$ cat src/rtl/key_debounce_if.sv
// Bundles the key pins, the press-count clear and the debounced outputs into one port.
// The slave modport is the debouncer's view; the master modport is whatever drives and watches it.
interface key_debounce_if #(
    parameter int N_KEYS = 4
);
    logic [N_KEYS-1:0] key_in;
    logic              count_clr;
    logic [N_KEYS-1:0] key_level;
    logic [N_KEYS-1:0] key_press;
    logic [N_KEYS-1:0] key_release;
    logic [9:0]        press_count;

    modport master (
        output key_in,
        output count_clr,
        input  key_level,
        input  key_press,
        input  key_release,
        input  press_count
    );

    modport slave (
        input  key_in,
        input  count_clr,
        output key_level,
        output key_press,
        output key_release,
        output press_count
    );
endinterface

$ cat src/rtl/key_debounce.sv
// Debounced key reader: synchronises raw key pins, filters contact bounce with a per-key
// stability counter, and reports clean levels, one-cycle edge pulses and a wrapping press count.
module key_debounce #(
    parameter int          N_KEYS     = 4,
    parameter logic [19:0] DEBOUNCE   = 20'd16,
    parameter logic        ACTIVE_LOW = 1'b0
) (
    input  logic          clk,
    input  logic          reset,
    key_debounce_if.slave bus
);

    logic [N_KEYS-1:0]       sync1_q;
    logic [N_KEYS-1:0]       sync2_q;
    logic [N_KEYS-1:0][19:0] cnt_q;
    logic [N_KEYS-1:0][19:0] cnt_d;
    logic [N_KEYS-1:0]       stable_q;
    logic [N_KEYS-1:0]       stable_d;
    logic [N_KEYS-1:0]       press_q;
    logic [N_KEYS-1:0]       press_d;
    logic [N_KEYS-1:0]       release_q;
    logic [N_KEYS-1:0]       release_d;
    logic [9:0]              count_q;
    logic [9:0]              count_d;
    logic [9:0]              pressSum;

    // Polarity is folded in ahead of the synchroniser so everything downstream sees 1 = pressed.
    always_ff @(posedge clk or posedge reset) begin
        if (reset) begin
            sync1_q <= '0;
            sync2_q <= '0;
        end else begin
            sync1_q <= bus.key_in ^ {N_KEYS{ACTIVE_LOW}};
            sync2_q <= sync1_q;
        end
    end

    always_comb begin
        cnt_d     = cnt_q;
        stable_d  = stable_q;
        press_d   = '0;
        release_d = '0;
        pressSum  = '0;
        for (int k = 0; k < N_KEYS; k++) begin
            // A single cycle of agreement with the accepted state restarts the stability count.
            if (sync2_q[k] == stable_q[k]) begin
                cnt_d[k] = '0;
            end else if (cnt_q[k] == DEBOUNCE - 20'd1) begin
                cnt_d[k]     = '0;
                stable_d[k]  = sync2_q[k];
                press_d[k]   = sync2_q[k];
                release_d[k] = ~sync2_q[k];
            end else begin
                cnt_d[k] = cnt_q[k] + 20'd1;
            end
            pressSum = pressSum + 10'(press_d[k]);
        end
        count_d = bus.count_clr ? '0 : count_q + pressSum;
    end

    always_ff @(posedge clk or posedge reset) begin
        if (reset) begin
            cnt_q     <= '0;
            stable_q  <= '0;
            press_q   <= '0;
            release_q <= '0;
            count_q   <= '0;
        end else begin
            cnt_q     <= cnt_d;
            stable_q  <= stable_d;
            press_q   <= press_d;
            release_q <= release_d;
            count_q   <= count_d;
        end
    end

    assign bus.key_level   = stable_q;
    assign bus.key_press   = press_q;
    assign bus.key_release = release_q;
    assign bus.press_count = count_q;

endmodule

$ cat src/flat_wrapper.sv
// flat-port wrapper written by rule: the top's interface ports become plain ports
module key_debounce_flat 
#(
    parameter int          N_KEYS     = 4,
    parameter logic [19:0] DEBOUNCE   = 20'd16,
    parameter logic        ACTIVE_LOW = 1'b0
)
  (clk, reset, bus_key_in, bus_count_clr, bus_key_level, bus_key_press, bus_key_release, bus_press_count);
  key_debounce_if #(.N_KEYS(N_KEYS)) bus_i ();
  input  logic clk;
  input  logic reset;
  input wire logic [$bits(bus_i.key_in)-1:0] bus_key_in;
  input wire logic [$bits(bus_i.count_clr)-1:0] bus_count_clr;
  output wire logic [$bits(bus_i.key_level)-1:0] bus_key_level;
  output wire logic [$bits(bus_i.key_press)-1:0] bus_key_press;
  output wire logic [$bits(bus_i.key_release)-1:0] bus_key_release;
  output wire logic [$bits(bus_i.press_count)-1:0] bus_press_count;
  assign bus_i.key_in = bus_key_in;
  assign bus_i.count_clr = bus_count_clr;
  assign bus_key_level = bus_i.key_level;
  assign bus_key_press = bus_i.key_press;
  assign bus_key_release = bus_i.key_release;
  assign bus_press_count = bus_i.press_count;
  key_debounce #(.N_KEYS(N_KEYS), .DEBOUNCE(DEBOUNCE), .ACTIVE_LOW(ACTIVE_LOW)) u_core (.clk(clk), .reset(reset), .bus(bus_i));
endmodule
$ cat config.mk
export PLATFORM = sky130hd
export DESIGN_NAME = key_debounce_flat
export DESIGN_NICKNAME = d
export VERILOG_FILES = /design/src/rtl/key_debounce_if.sv /design/src/rtl/key_debounce.sv /design/src/flat_wrapper.sv
export SDC_FILE = /design/constraint.sdc
export NUM_CORES = 1
export LEC_CHECK = 0
export BUFFER_PORTS_ARGS = -buffer_cell sky130_fd_sc_hd__buf_2
export CAP_MARGIN = 5
export CORE_MARGIN = 3
export CORE_UTILIZATION = 55
export DETAILED_ROUTE_END_ITERATION = 12
export GPL_ROUTABILITY_DRIVEN = 0
export HOLD_SLACK_MARGIN = 0.06
export PLACE_DENSITY = 0.73
export REMOVE_ABC_BUFFERS = 1
export SLEW_MARGIN = 0
export SYNTH_ARGS = -nofsm -noshare
export SYNTH_HDL_FRONTEND = slang
export SYNTH_SLANG_ARGS = --single-unit
$ cat constraint.sdc
create_clock -name clk -period 5.38 [get_ports clk]
set_clock_uncertainty 0.2 [all_clocks]
set_input_delay 1.076 -clock clk [delete_from_list [all_inputs] [get_ports clk]]
set_output_delay 1.076 -clock clk [all_outputs]
set_load 0.03 [all_outputs]
==> metrics.csv, run 1 <==
metric;value;unit
status;finished clean;
n_diodes;0;
via count;3705;
Max Cap Viol;0;
port buffer count;28;
Final ANT Viol Nets;0;
grt ovf;0;
crit path launch type;flop;
Mapped Cells;508;
die height;103.2;um
Fmax;0.2455;GHz
maximum fanout along the worst path;4;
CTS tree;done;
pre-CTS setup slack;1327;ps
drt drc;0;
Seq pwr share;65.1;%
Die Width;103.2;um
CP required;5430;ps
GRT Resource Usage Total;19.60;%
Yosys cell types;40;
post-layout min period;4074;ps
pin count of the biggest net entering global routing;82;
Final nets;555;
Final Hold Fails;0;
final setup fails;0;
initial antenna violation count;0;
top cells by area, synth;dfrtp_1 53%, xnor2_1 7.2%, nor2_1 5.9%;
top cell type's share of synthesized area;52.94;%
count of final max-slew check failures;0;
Comb power frac;3.3;%
Root Buffer;clkbuf_8;
Initial Util;58.21;%
VDD IR max;187.0;uV
final worst slack;1306;ps
Clock H-tree levels;3;
slew margin rel.;20.06;%
IO Pins;29;
measured slew at the worst slew-check pin;1191;ps
die area;0.01066;mm^2
FFs w/ async S/R, synth;100.0;%
fin cells;647;
Setup Buffers After CTS;0;
Warnings, synthesis;0;
Avg WL per Cell;14.87;um
TritonRoute pass-1 iters;4;
crit share post-route;75.72;%
register area share after synthesis;52.94;%
Tightest Hold Check Type;flop to flop;
crit path DAT;4130;ps
first-pass GRT wire length;16530;um
Post-synth top flop;dfrtp_1;
placed cells;634;
CTS resizes;0;
Skew-Pair Late Insertion Delay;360;ps
Filler Cell Count;729;
CP Capture Type;flop;
Worst-path clk slew;90;ps
commonest non-fill, non-tap cells in the layout;110 x dfrtp_1, 82 x nor2_1, 43 x xnor2_1;
Power per Cell Area;232.8;mW/mm^2
area growth from synthesis to layout;7.411;%
Switching Share;22.45;%
Leak;0.002415;uW
initial DRC count;183;
number of flops mapped to enable cells by yosys;0;
Mapped Area;0.005200;mm^2
# clock sinks;110;
commonest non-fill, non-tap cell in the layout;dfrtp_1;
setup_tns;0;ps
unrepaired setup endpoints after global routing;false;
Clock power frac;31.6;%
#FFs+latches synth;110;
post-DP HPWL;6477;um
std cell rows;34;
Psw;291.9;uW
cts hold-fix bufs;0;
WS Path Type;flop to flop;
CTS Buf Count;9;
share of layout cells above drive strength 1;10.39;%
vias in the first global route;3639;
Core Area;0.008934;mm^2
via/cell ratio;5.726;
Routed WL;9624;um
power consumption;1300;uW
syn avg cell area;10.24;um^2
Clock Path Buffers;2;
internal power;1008;uW
Yosys top cell by area;dfrtp_1;
-- flip-flops by register name, indices dropped and copies added, names as in the netlist --
| signal | flops |
|---|---|
| u_core.bus.key_level | 4 |
| u_core.bus.key_press | 4 |
| u_core.bus.key_release | 4 |
| u_core.bus.press_count | 10 |
| u_core.cnt_q | 80 |
| u_core.sync1_q | 4 |
| u_core.sync2_q | 4 |
-- logic make-up (layout without fill, tap and decap cells) --
logic type,Yosys count,count (layout),synth area share (%)
multiplexers,7,7,1.444
AND/OR/NAND/NOR,245,245,24.88
adder cells (fa/ha/maj),11,11,2.936
flip-flops,110,110,52.94
buffers and inverters,31,62,2.286
AO/OA/AOI/OAI,39,39,4.572
XOR/XNOR,65,65,10.95
-- layer usage --
metal	track usage, %	up-vias	routed length, um	share of wire (%)
met5	0	-	0	0
met4	4.781	0	36	0.37
met3	5.902	2	314	3.3
met2	30.74	47	4553	47
met1	27.02	1808	4721	49
li1	-	1848	-	-
-- synth_stat cells (3+ instances only) --
cell type and count:
dfrtp_1 110, nor2_1 82, xnor2_1 43, nor4_1 26
nand3_1 25, nand4_1 23, xor2_1 22, nand2_1 21
inv_1 20, nor3_1 17, a21oi_1 16, and3_1 12
clkbuf_1 9, ha_1 9, nor3b_1 9, o21ai_0 8
or4_1 8, and4_1 6, mux2_2 4, o31ai_1 4
mux2i_1 3, nor2b_1 3, or3_1 3
-- power by group through the flow --
stage               clock [uW]  combinational [uW]  sequential [uW]
global placement             0                44.7              862
CTS                        429                46.1              847
detailed placement           0                45.4              863
global route               463                52.2              849
finish                     410                43.5              846
floorplan                    0                31.2              861
-- path summary, 6_finish.rpt --
path	start	to	slack (ps)	depth (start not counted)
max	u_core.cnt_q[0]$_DFF_PP0_	u_core.bus.press_count[4]$_DFF_PP0_	1310	16
min	u_core.sync1_q[3]$_DFF_PP0_	u_core.sync2_q[3]$_DFF_PP0_	160	0
max reg2reg	u_core.cnt_q[0]$_DFF_PP0_	u_core.bus.press_count[4]$_DFF_PP0_	1310	16
min reg2reg	u_core.sync1_q[3]$_DFF_PP0_	u_core.sync2_q[3]$_DFF_PP0_	160	0
max in group asynchronous	reset	u_core.cnt_q[56]$_DFF_PP0_	3280	3
min in group asynchronous	reset	u_core.sync2_q[0]$_DFF_PP0_	740	2
-- through the flow --
stage               instance area [um^2]  util (%)  hold slack, ps
floorplan                           5156         -           131.2
global placement                    5441     60.91           132.5
detailed placement                  5441     60.91           136.5
CTS                                 5585     62.52           155.5
global route                        5585     62.52           168.1
finish                              5585     62.52           159.6
-- critical path, stage by stage, from the launching register on --
cell     delay, ps
dfrtp_1        400
ha_1           210
and3_1         220
nand3_1         90
or2_2          350
nor3b_1        430
ha_1           320
inv_1           70
fa_1           400
inv_1           70
ha_1           150
inv_1           60
fa_1           380
nor2b_1        250
o21ai_0        160
xor2_1         160
nor2_1          50
-- cell type report --
| class | count | area, um^2 | share of cell area [%] |
|---|---|---|---|
| Sequential cell | 110 | 2753 | 49.28 |
| Multi-Input combinational cell | 367 | 2328 | 41.69 |
| Timing Repair Buffer | 29 | 147.6 | 2.643 |
| Tap cell | 108 | 135.1 | 2.419 |
| Clock buffer | 11 | 131.4 | 2.352 |
| Inverter | 20 | 77.57 | 1.389 |
| Clock inverter | 2 | 12.51 | 0.2240 |
(Power assumes the default switching activity.)
==> inputs of run 2 (changes only) <==
--- a/config.mk
+++ b/config.mk
@@ -12,7 +12,7 @@
 export DETAILED_ROUTE_END_ITERATION = 12
 export GPL_ROUTABILITY_DRIVEN = 0
 export HOLD_SLACK_MARGIN = 0.06
-export PLACE_DENSITY = 0.73
+export PLACE_DENSITY = 0.76
 export REMOVE_ABC_BUFFERS = 1
 export SLEW_MARGIN = 0
 export SYNTH_ARGS = -nofsm -noshare
==> constraint.sdc (replaced) <==
create_clock -name clk -period 3.6 [get_ports clk]
set_clock_uncertainty 0.2 [all_clocks]
set_input_delay 0.72 -clock clk [delete_from_list [all_inputs] [get_ports clk]]
set_output_delay 0.72 -clock clk [all_outputs]
set_load 0.03 [all_outputs]
==> run 2 against run 1 <==
  * The run now ends with negative setup slack left
  * Worst hold slack gained 4.5 ps
  * Critical endpoint is now u_core.bus.press_count[8]$_DFF_PP0_
  * Routed wire length grew 21%
  * Die area is the same
  * Largest power group unchanged
  * Sequential share of layout area shrank 6.2 points
==> metrics.csv, run 2 (synthesized netlist as in run 1, its figures left out) <==
metric;value;unit;change
Fmax;0.2616;GHz;was 0.2455 GHz
met3 usage;5.366;%;was 5.902%
IO Pins;29;;unchanged
Final ANT Viol Nets;0;;unchanged
commonest non-fill, non-tap cells in the layout;109 x dfrtp_1, 81 x nor2_1, 80 x buf_4;;was 110 x dfrtp_1, 82 x nor2_1, 43 x xnor2_1
WS Path Type;flop to flop;;unchanged
layer with the highest usage;met2;;unchanged
Initial Util;58.21;%;unchanged
hold path startpoint;u_core.sync1_q[2]$_DFF_PP0_;;was u_core.sync1_q[3]$_DFF_PP0_
Filler Cell Count;636;;was 729
VDD IR max;281.9;uV;was 187.0 uV
Root Buffer;clkbuf_8;;unchanged
initial DRC count;195;;was 183
first-pass GRT wire length;19470;um;was 16530 um
post-DP HPWL;7576;um;was 6477 um
Critical R2R Launch;u_core.cnt_q[33]$_DFF_PP0_;;was u_core.cnt_q[0]$_DFF_PP0_
GRT Resource Usage Total;23.58;%;was 19.60%
Leak;0.002880;uW;was 0.002415 uW
DP Area;0.005934;mm^2;was 0.005441 mm^2
die height;103.2;um;unchanged
die area;0.01066;mm^2;unchanged
pin count of the biggest net entering global routing;67;;was 82
final setup fails;8;;was 0
Final nets;635;;was 555
count of final max-slew check failures;0;;unchanged
Core Area;0.008934;mm^2;unchanged
Skew-Pair Late Insertion Delay;380;ps;was 360 ps
CTS tree;done;;unchanged
placed cells;698;;was 634
worst reg-to-reg path cell count;15;;was 16
TritonRoute pass-1 iters;5;;was 4
Hold Crit Depth;0;;unchanged
Hold Path End;u_core.sync2_q[2]$_DFF_PP0_;;was u_core.sync2_q[3]$_DFF_PP0_
crit path launch type;flop;;unchanged
Power per Cell Area;341.4;mW/mm^2;was 232.8 mW/mm^2
Final Hold Fails;0;;unchanged
CP required;3670;ps;was 5430 ps
fin cells;730;;was 647
Routed WL;11600;um;was 9624 um
n_diodes;0;;unchanged
max FFs per register;80;;unchanged
status;complete, but fails checks;;was finished clean
initial antenna violation count;0;;unchanged
# clock sinks;110;;unchanged
std cell rows;34;;unchanged
Clock Path Buffers;2;;unchanged
CP Capture Type;flop;;unchanged
unrepaired setup endpoints after global routing;true;;was false
area growth from synthesis to layout;22.81;%;was 7.411%
post-layout min period;3822;ps;was 4074 ps
CTS Buf Count;9;;unchanged
failing checks;negative setup slack;;
crit path DAT;3890;ps;was 4130 ps
grt ovf;0;;unchanged
measured slew at the worst slew-check pin;828.6;ps;was 1191 ps
Worst-path clk slew;110;ps;was 90 ps
Core Util, Final;71.48;%;was 62.52%
drt drc;0;;unchanged
port buffer count;28;;unchanged
via count;4177;;was 3705
via/cell ratio;5.722;;was 5.726
crit share post-route;106.2;%;was 75.72%
final instance area;0.006386;mm^2;was 0.005585 mm^2
met1 usage;28.87;%;was 27.02%
met2 GRT Util;41.24;%;was 30.74%
final worst slack;-222.4;ps;was 1306 ps
Die Width;103.2;um;unchanged
Clock H-tree levels;3;;unchanged
vias in the first global route;4150;;was 3639
maximum fanout along the worst path;4;;unchanged
slew margin rel.;44.25;%;was 20.06%
R2R Setup Slk;-220;ps;was 1310 ps
Avg WL per Cell;15.89;um;was 14.87 um
Max Cap Viol;0;;unchanged
share of layout cells above drive strength 1;25.56;%;was 10.39%
register name with the most flops;u_core.cnt_q;;unchanged
end of the worst register-to-register path;u_core.bus.press_count[8]$_DFF_PP0_;;was u_core.bus.press_count[4]$_DFF_PP0_
commonest non-fill, non-tap cell in the layout;dfrtp_1;;unchanged
Tightest Hold Check Type;flop to flop;;unchanged
run 2: cell count changes in the layout (fill, tap and decap cells not counted), sizes merged:
cell      delta
buf         +80
bufinv       +2
clkbuf       -2
clkinv       -1
clkinvlp     +2
inv          +2
run 2: worst max path at each step:
stage	start	cells past startpoint	to	slack, ps
2_1_floorplan	reset	1	u_core.bus.key_level[0]$_DFFE_PP0P_	-220
3_3_place_gp	u_core.cnt_q[25]$_DFF_PP0_	15	u_core.bus.press_count[8]$_DFF_PP0_	-140
3_5_place_dp	u_core.cnt_q[25]$_DFF_PP0_	15	u_core.bus.press_count[8]$_DFF_PP0_	-260
4_1_cts	u_core.cnt_q[31]$_DFF_PP0_	15	u_core.bus.press_count[8]$_DFF_PP0_	-50
5_1_grt	u_core.cnt_q[33]$_DFF_PP0_	15	u_core.bus.press_count[8]$_DFF_PP0_	-410
6_report	u_core.cnt_q[33]$_DFF_PP0_	15	u_core.bus.press_count[8]$_DFF_PP0_	-220
run 2: per-stage QoR:
| step | power [uW] | setup slack, ps | TNS (ps) | hold WS (ps) |
|---|---|---|---|---|
| 2_1_floorplan | 1333 | -222.3 | -24480 | 131.2 |
| 3_3_place_gp | 1366 | -138.3 | -391.5 | 134.8 |
| 3_5_place_dp | 1370 | -262.0 | -1132 | 142.6 |
| 4_1_cts | 2207 | -54.64 | -103.7 | 169.7 |
| 5_1_grt | 2264 | -407.1 | -2500 | 173.4 |
| 6_report | 2180 | -222.4 | -1256 | 164.1 |
run 2: cell type report:
class | count | area, um^2 | area share, %
Inverter | 20 | 77.57 | 1.215
Timing Repair Buffer | 109 | 760.7 | 11.91
Sequential cell | 110 | 2754 | 43.12
Clock inverter | 7 | 105.1 | 1.646
Clock buffer | 9 | 123.9 | 1.940
Multi-Input combinational cell | 367 | 2430 | 38.05
Tap cell | 108 | 135.1 | 2.116
run 2: layer usage:
metal | part of all wire, % | wire, um
met1 | 41 | 4811
met2 | 53 | 6116
met3 | 3.9 | 457
met4 | 1.8 | 212
met5 | 0 | 0
run 2: report_power, final:
group | internal [uW] | switching (uW) | leakage, uW
sequential | 1250 | 12.4 | 0.00151
combinational | 27.9 | 54.0 | 0.00127
clock | 401 | 435 | 0.000106
total | 1680 | 501 | 0.00288
run 2: what timing repair did:
item,4_1_cts,5_1_grt
setup endpoints to repair,8,10
setup buffers,17,3
pin swaps,5,11
hold buffers,0,0
gates resized for setup,16,7
run 2: critical path: stages (launching register included):
cell,delay (ps)
dfrtp_1,400
or4_4,550
nor2_4,140
nand4_1,180
nor3b_2,290
ha_1,290
inv_1,80
fa_1,420
inv_1,80
ha_1,160
inv_1,60
fa_2,360
nor2b_4,160
o2111ai_2,130
xor2_1,170
nor2_1,60
==> inputs of run 3 (changes only) <==
--- a/config.mk
+++ b/config.mk
@@ -5,6 +5,7 @@
 export SDC_FILE = /design/constraint.sdc
 export NUM_CORES = 1
 export LEC_CHECK = 0
+export ABC_AREA = 1
 export BUFFER_PORTS_ARGS = -buffer_cell sky130_fd_sc_hd__buf_2
 export CAP_MARGIN = 5
 export CORE_MARGIN = 3
@@ -12,7 +13,7 @@
 export DETAILED_ROUTE_END_ITERATION = 12
 export GPL_ROUTABILITY_DRIVEN = 0
 export HOLD_SLACK_MARGIN = 0.06
-export PLACE_DENSITY = 0.76
+export PLACE_DENSITY = 0.73
 export REMOVE_ABC_BUFFERS = 1
 export SLEW_MARGIN = 0
 export SYNTH_ARGS = -nofsm -noshare
==> constraint.sdc (replaced) <==
create_clock -name clk -period 3.85 [get_ports clk]
set_clock_uncertainty 0.2 [all_clocks]
set_input_delay 0.77 -clock clk [delete_from_list [all_inputs] [get_ports clk]]
set_output_delay 0.77 -clock clk [all_outputs]
set_load 0.03 [all_outputs]
==> run 3 against run 2 <==
  * The flow now finishes without violations
  * Maximum frequency rose by 8.9%
  * Flip-flop and latch count stayed put
  * Area after synthesis rose by 16%
  * Register-to-register slack improved by 560 ps
  * Synthesized cell count is 52% higher
  * First-iteration DRC count up 69%
  * Cell count increased by 31%
  * Die area rose by 15%
  * Critical path type unchanged
  * Largest power group unchanged
  * Highest routed layer unchanged
==> metrics.csv, run 3 <==
metric;value;unit;change
via count;4840;;was 4177
top cells by count, synth;170 x nor2_1, 156 x nand2_1, 110 x dfrtp_1;;was 110 x dfrtp_1, 82 x nor2_1, 43 x xnor2_1
Worst-path clk slew;110;ps;about the same
crit path cell chain;ha_2 > nand2_2 > nor2_4 > nand3_2 > nor3_2 > ha_1 > inv_1 > fa_1 > inv_1 > ha_1 > inv_1 > fa_1 > inv_2 > nand2_1 > nand2_2 > nand3_2 > nor2_2 > nand2_1 > nand2_1 > nor2_1;;was or4_4 > nor2_4 > nand4_1 > nor3b_2 > ha_1 > inv_1 > fa_1 > inv_1 > ha_1 > inv_1 > fa_2 > nor2b_4 > o2111ai_2 > xor2_1 > nor2_1
area growth from synthesis to layout;10.57;%;was 22.81%
Warnings, synthesis;0;;unchanged
#FFs+latches synth;110;;unchanged
Skew-Pair Late Insertion Delay;370;ps;was 380 ps
Final Hold Fails;0;;unchanged
Max Cap Viol;0;;unchanged
Hold Crit Depth;0;;unchanged
hold path startpoint;u_core.sync1_q[2]$_DFF_PP0_;;unchanged
crit path launch type;flop;;unchanged
CTS tree;done;;unchanged
GRT Resource Usage Total;20.40;%;was 23.58%
Die Width;110.9;um;was 103.2 um
Mapped Cells;772;;was 508
drt drc;0;;unchanged
Clock H-tree levels;3;;unchanged
VDD IR max;225.8;uV;was 281.9 uV
area of the multi-input gates;0.002954;mm^2;was 0.002430 mm^2
final worst slack;339.3;ps;was -222.4 ps
Avg WL per Cell;12.55;um;was 15.89 um
Root Buffer;clkbuf_8;;unchanged
Core Util, Final;63.63;%;was 71.48%
via/cell ratio;5.057;;was 5.722
n_diodes;0;;unchanged
Power per Cell Area;303.2;mW/mm^2;was 341.4 mW/mm^2
Worst path max stage delay;420;ps;was 550 ps
Leak;0.003118;uW;was 0.002880 uW
Final nets;834;;was 635
CP delay by family, top;adder cells;;was simple AND/OR/NAND/NOR gates
maximum fanout along the worst path;5;;was 4
first-pass GRT wire length;21220;um;was 19470 um
die area;0.01229;mm^2;was 0.01066 mm^2
Clock Path Buffers;2;;unchanged
commonest non-fill, non-tap cell in the layout;nor2_1;;was dfrtp_1
status;finished clean;;was complete, but fails checks
end of the worst register-to-register path;u_core.bus.press_count[8]$_DFF_PP0_;;unchanged
Yosys cell types;27;;was 40
final setup fails;0;;was 8
share of layout cells above drive strength 1;17.90;%;was 25.56%
max FFs per register;80;;unchanged
pin count of the biggest net entering global routing;77;;was 67
Final ANT Viol Nets;0;;unchanged
top cells by area, synth;dfrtp_1 46%, nor2_1 11%, nand2_1 9.7%;;was dfrtp_1 53%, xnor2_1 7.2%, nor2_1 5.9%
Filler Cell Count;879;;was 636
Core Area;0.01051;mm^2;was 0.008934 mm^2
Worst path slowest cell;dfrtp_1;;was or4_4
# clock sinks;110;;unchanged
Post-synth top flop;dfrtp_1;;unchanged
TritonRoute pass-1 iters;4;;was 5
number of flops mapped to enable cells by yosys;0;;unchanged
Initial Util;57.54;%;was 58.21%
crit path DAT;3580;ps;was 3890 ps
top cell type's share of synthesized area;45.52;%;was 52.94%
WS Path Type;flop to flop;;unchanged
die height;110.9;um;was 103.2 um
pre-CTS setup slack;181.4;ps;was -262.0 ps
std cell rows;37;;was 34
initial antenna violation count;0;;unchanged
top-count cell post-synth;nor2_1;;was dfrtp_1
register name with the most flops;u_core.cnt_q;;unchanged
R2R Setup Slk;340;ps;was -220 ps
post-DP HPWL;8785;um;was 7576 um
power consumption;2027;uW;was 2180 uW
FFs w/ async S/R, synth;100.0;%;unchanged
Mapped Area;0.006047;mm^2;was 0.005200 mm^2
initial DRC count;329;;was 195
syn avg cell area;7.833;um^2;was 10.24 um^2
post-layout min period;3511;ps;was 3822 ps
CP Capture Type;flop;;unchanged
vias in the first global route;4701;;was 4150
Fmax;0.2848;GHz;was 0.2616 GHz
register area share after synthesis;45.52;%;was 52.94%
port buffer count;28;;unchanged
Yosys top cell by area;dfrtp_1;;unchanged
count of final max-slew check failures;0;;unchanged
register area;0.002753;mm^2;was 0.002754 mm^2
Routed WL;12010;um;was 11600 um
CTS Buf Count;9;;unchanged
CP Launch Point;u_core.cnt_q[20]$_DFF_PP0_;;was u_core.cnt_q[33]$_DFF_PP0_
Tightest Hold Check Type;flop to flop;;unchanged
final hold slack;162.8;ps;was 164.1 ps
Critical R2R Launch;u_core.cnt_q[20]$_DFF_PP0_;;was u_core.cnt_q[33]$_DFF_PP0_
measured slew at the worst slew-check pin;902.1;ps;was 828.6 ps
Worst Path Buf+Inv;4;;was 3
IO Pins;29;;unchanged
worst reg-to-reg path cell count;20;;was 15
slew margin rel.;39.86;%;was 44.25%
grt ovf;0;;unchanged
Setup crit end;u_core.bus.press_count[8]$_DFF_PP0_;;unchanged
WP depth;20;;was 15
commonest non-fill, non-tap cells in the layout;168 x nor2_1, 154 x nand2_1, 110 x dfrtp_1;;was 109 x dfrtp_1, 81 x nor2_1, 80 x buf_4
CP required;3920;ps;was 3670 ps
crit share post-route;91.19;%;was 106.2%
run 3: changes by cell type after synthesis, sizes merged, moves of 6 or more:
cell	change
and3	-11
nor4	-26
nor2	+136
xor2	+9
or4	-9
a21oi	-10
and4	-6
inv	+81
xnor2	-32
nand4	-13
nand3	+30
clkbuf	-9
nand2	+154
run 3: worst min path at each step:
stage,endpoint,slack (ps)
2_1_floorplan,u_core.sync2_q[0]$_DFF_PP0_,130
3_3_place_gp,u_core.sync2_q[2]$_DFF_PP0_,140
3_5_place_dp,u_core.sync2_q[0]$_DFF_PP0_,140
4_1_cts,u_core.sync2_q[1]$_DFF_PP0_,170
5_1_grt,u_core.sync2_q[2]$_DFF_PP0_,180
6_report,u_core.sync2_q[2]$_DFF_PP0_,160
run 3: kinds of logic after synthesis:
group	synth area share (%)
AND/OR/NAND/NOR	37.24
flip-flops	45.52
buffers and inverters	6.600
XOR/XNOR	6.083
AO/OA/AOI/OAI	2.028
adder cells (fa/ha/maj)	2.524
run 3: final cells by class:
cell class / instances / share of cell area [%]
Clock buffer: 9 / 1.853
Clock inverter: 7 / 1.441
Inverter: 101 / 5.707
Multi-Input combinational cell: 557 / 44.18
Sequential cell: 110 / 41.17
Tap cell: 136 / 2.545
Timing Repair Buffer: 37 / 3.106
run 3: metal layers:
| layer | share of wire [%] | vias to the layer above | wire [um] | GRT usage [%] |
|---|---|---|---|---|
| li1 | - | 2462 | - | - |
| met1 | 48 | 2276 | 5813 | 28.50 |
| met2 | 46 | 88 | 5494 | 32.52 |
| met3 | 4.6 | 14 | 555 | 4.476 |
| met4 | 1.3 | 0 | 151 | 5.090 |
| met5 | 0 | - | 0 | 0 |
run 3: worst register-to-register path: stages, from the launching register on:
cell and delay [ps]:
dfrtp_1 420, ha_2 210, nand2_2 100, nor2_4 140, nand3_2 130, nor3_2 230, ha_1 270, inv_1 70
fa_1 400, inv_1 70, ha_1 170, inv_1 60, fa_1 380, inv_2 70, nand2_1 70, nand2_2 90
nand3_2 80, nor2_2 110, nand2_1 60, nand2_1 50, nor2_1 40
run 3: through the flow:
stage | cell area [um^2] | std cells | setup TNS, ps
6_report | 6686 | 957 | 0
5_1_grt | 6686 | 957 | -11.52
4_1_cts | 6598 | 953 | 0
3_5_place_dp | 6377 | 937 | 0
3_3_place_gp | 6377 | 937 | 0
2_1_floorplan | 6027 | 768 | -2453
run 3: report_power, final:
group	switching (uW)	internal [uW]	total [uW]	leakage (uW)
clock	402	368	770	0.000102
sequential	13.7	1170	1180	0.00151
combinational	56.0	18.8	74.8	0.00151
total	472	1560	2030	0.00312
run 3: what timing repair did:
item / in CTS / in global routing
setup buffers: 0 / 4
hold buffers: 0 / 0
endpoints found under the setup margin: 0 / 3
resized for setup: 0 / 15
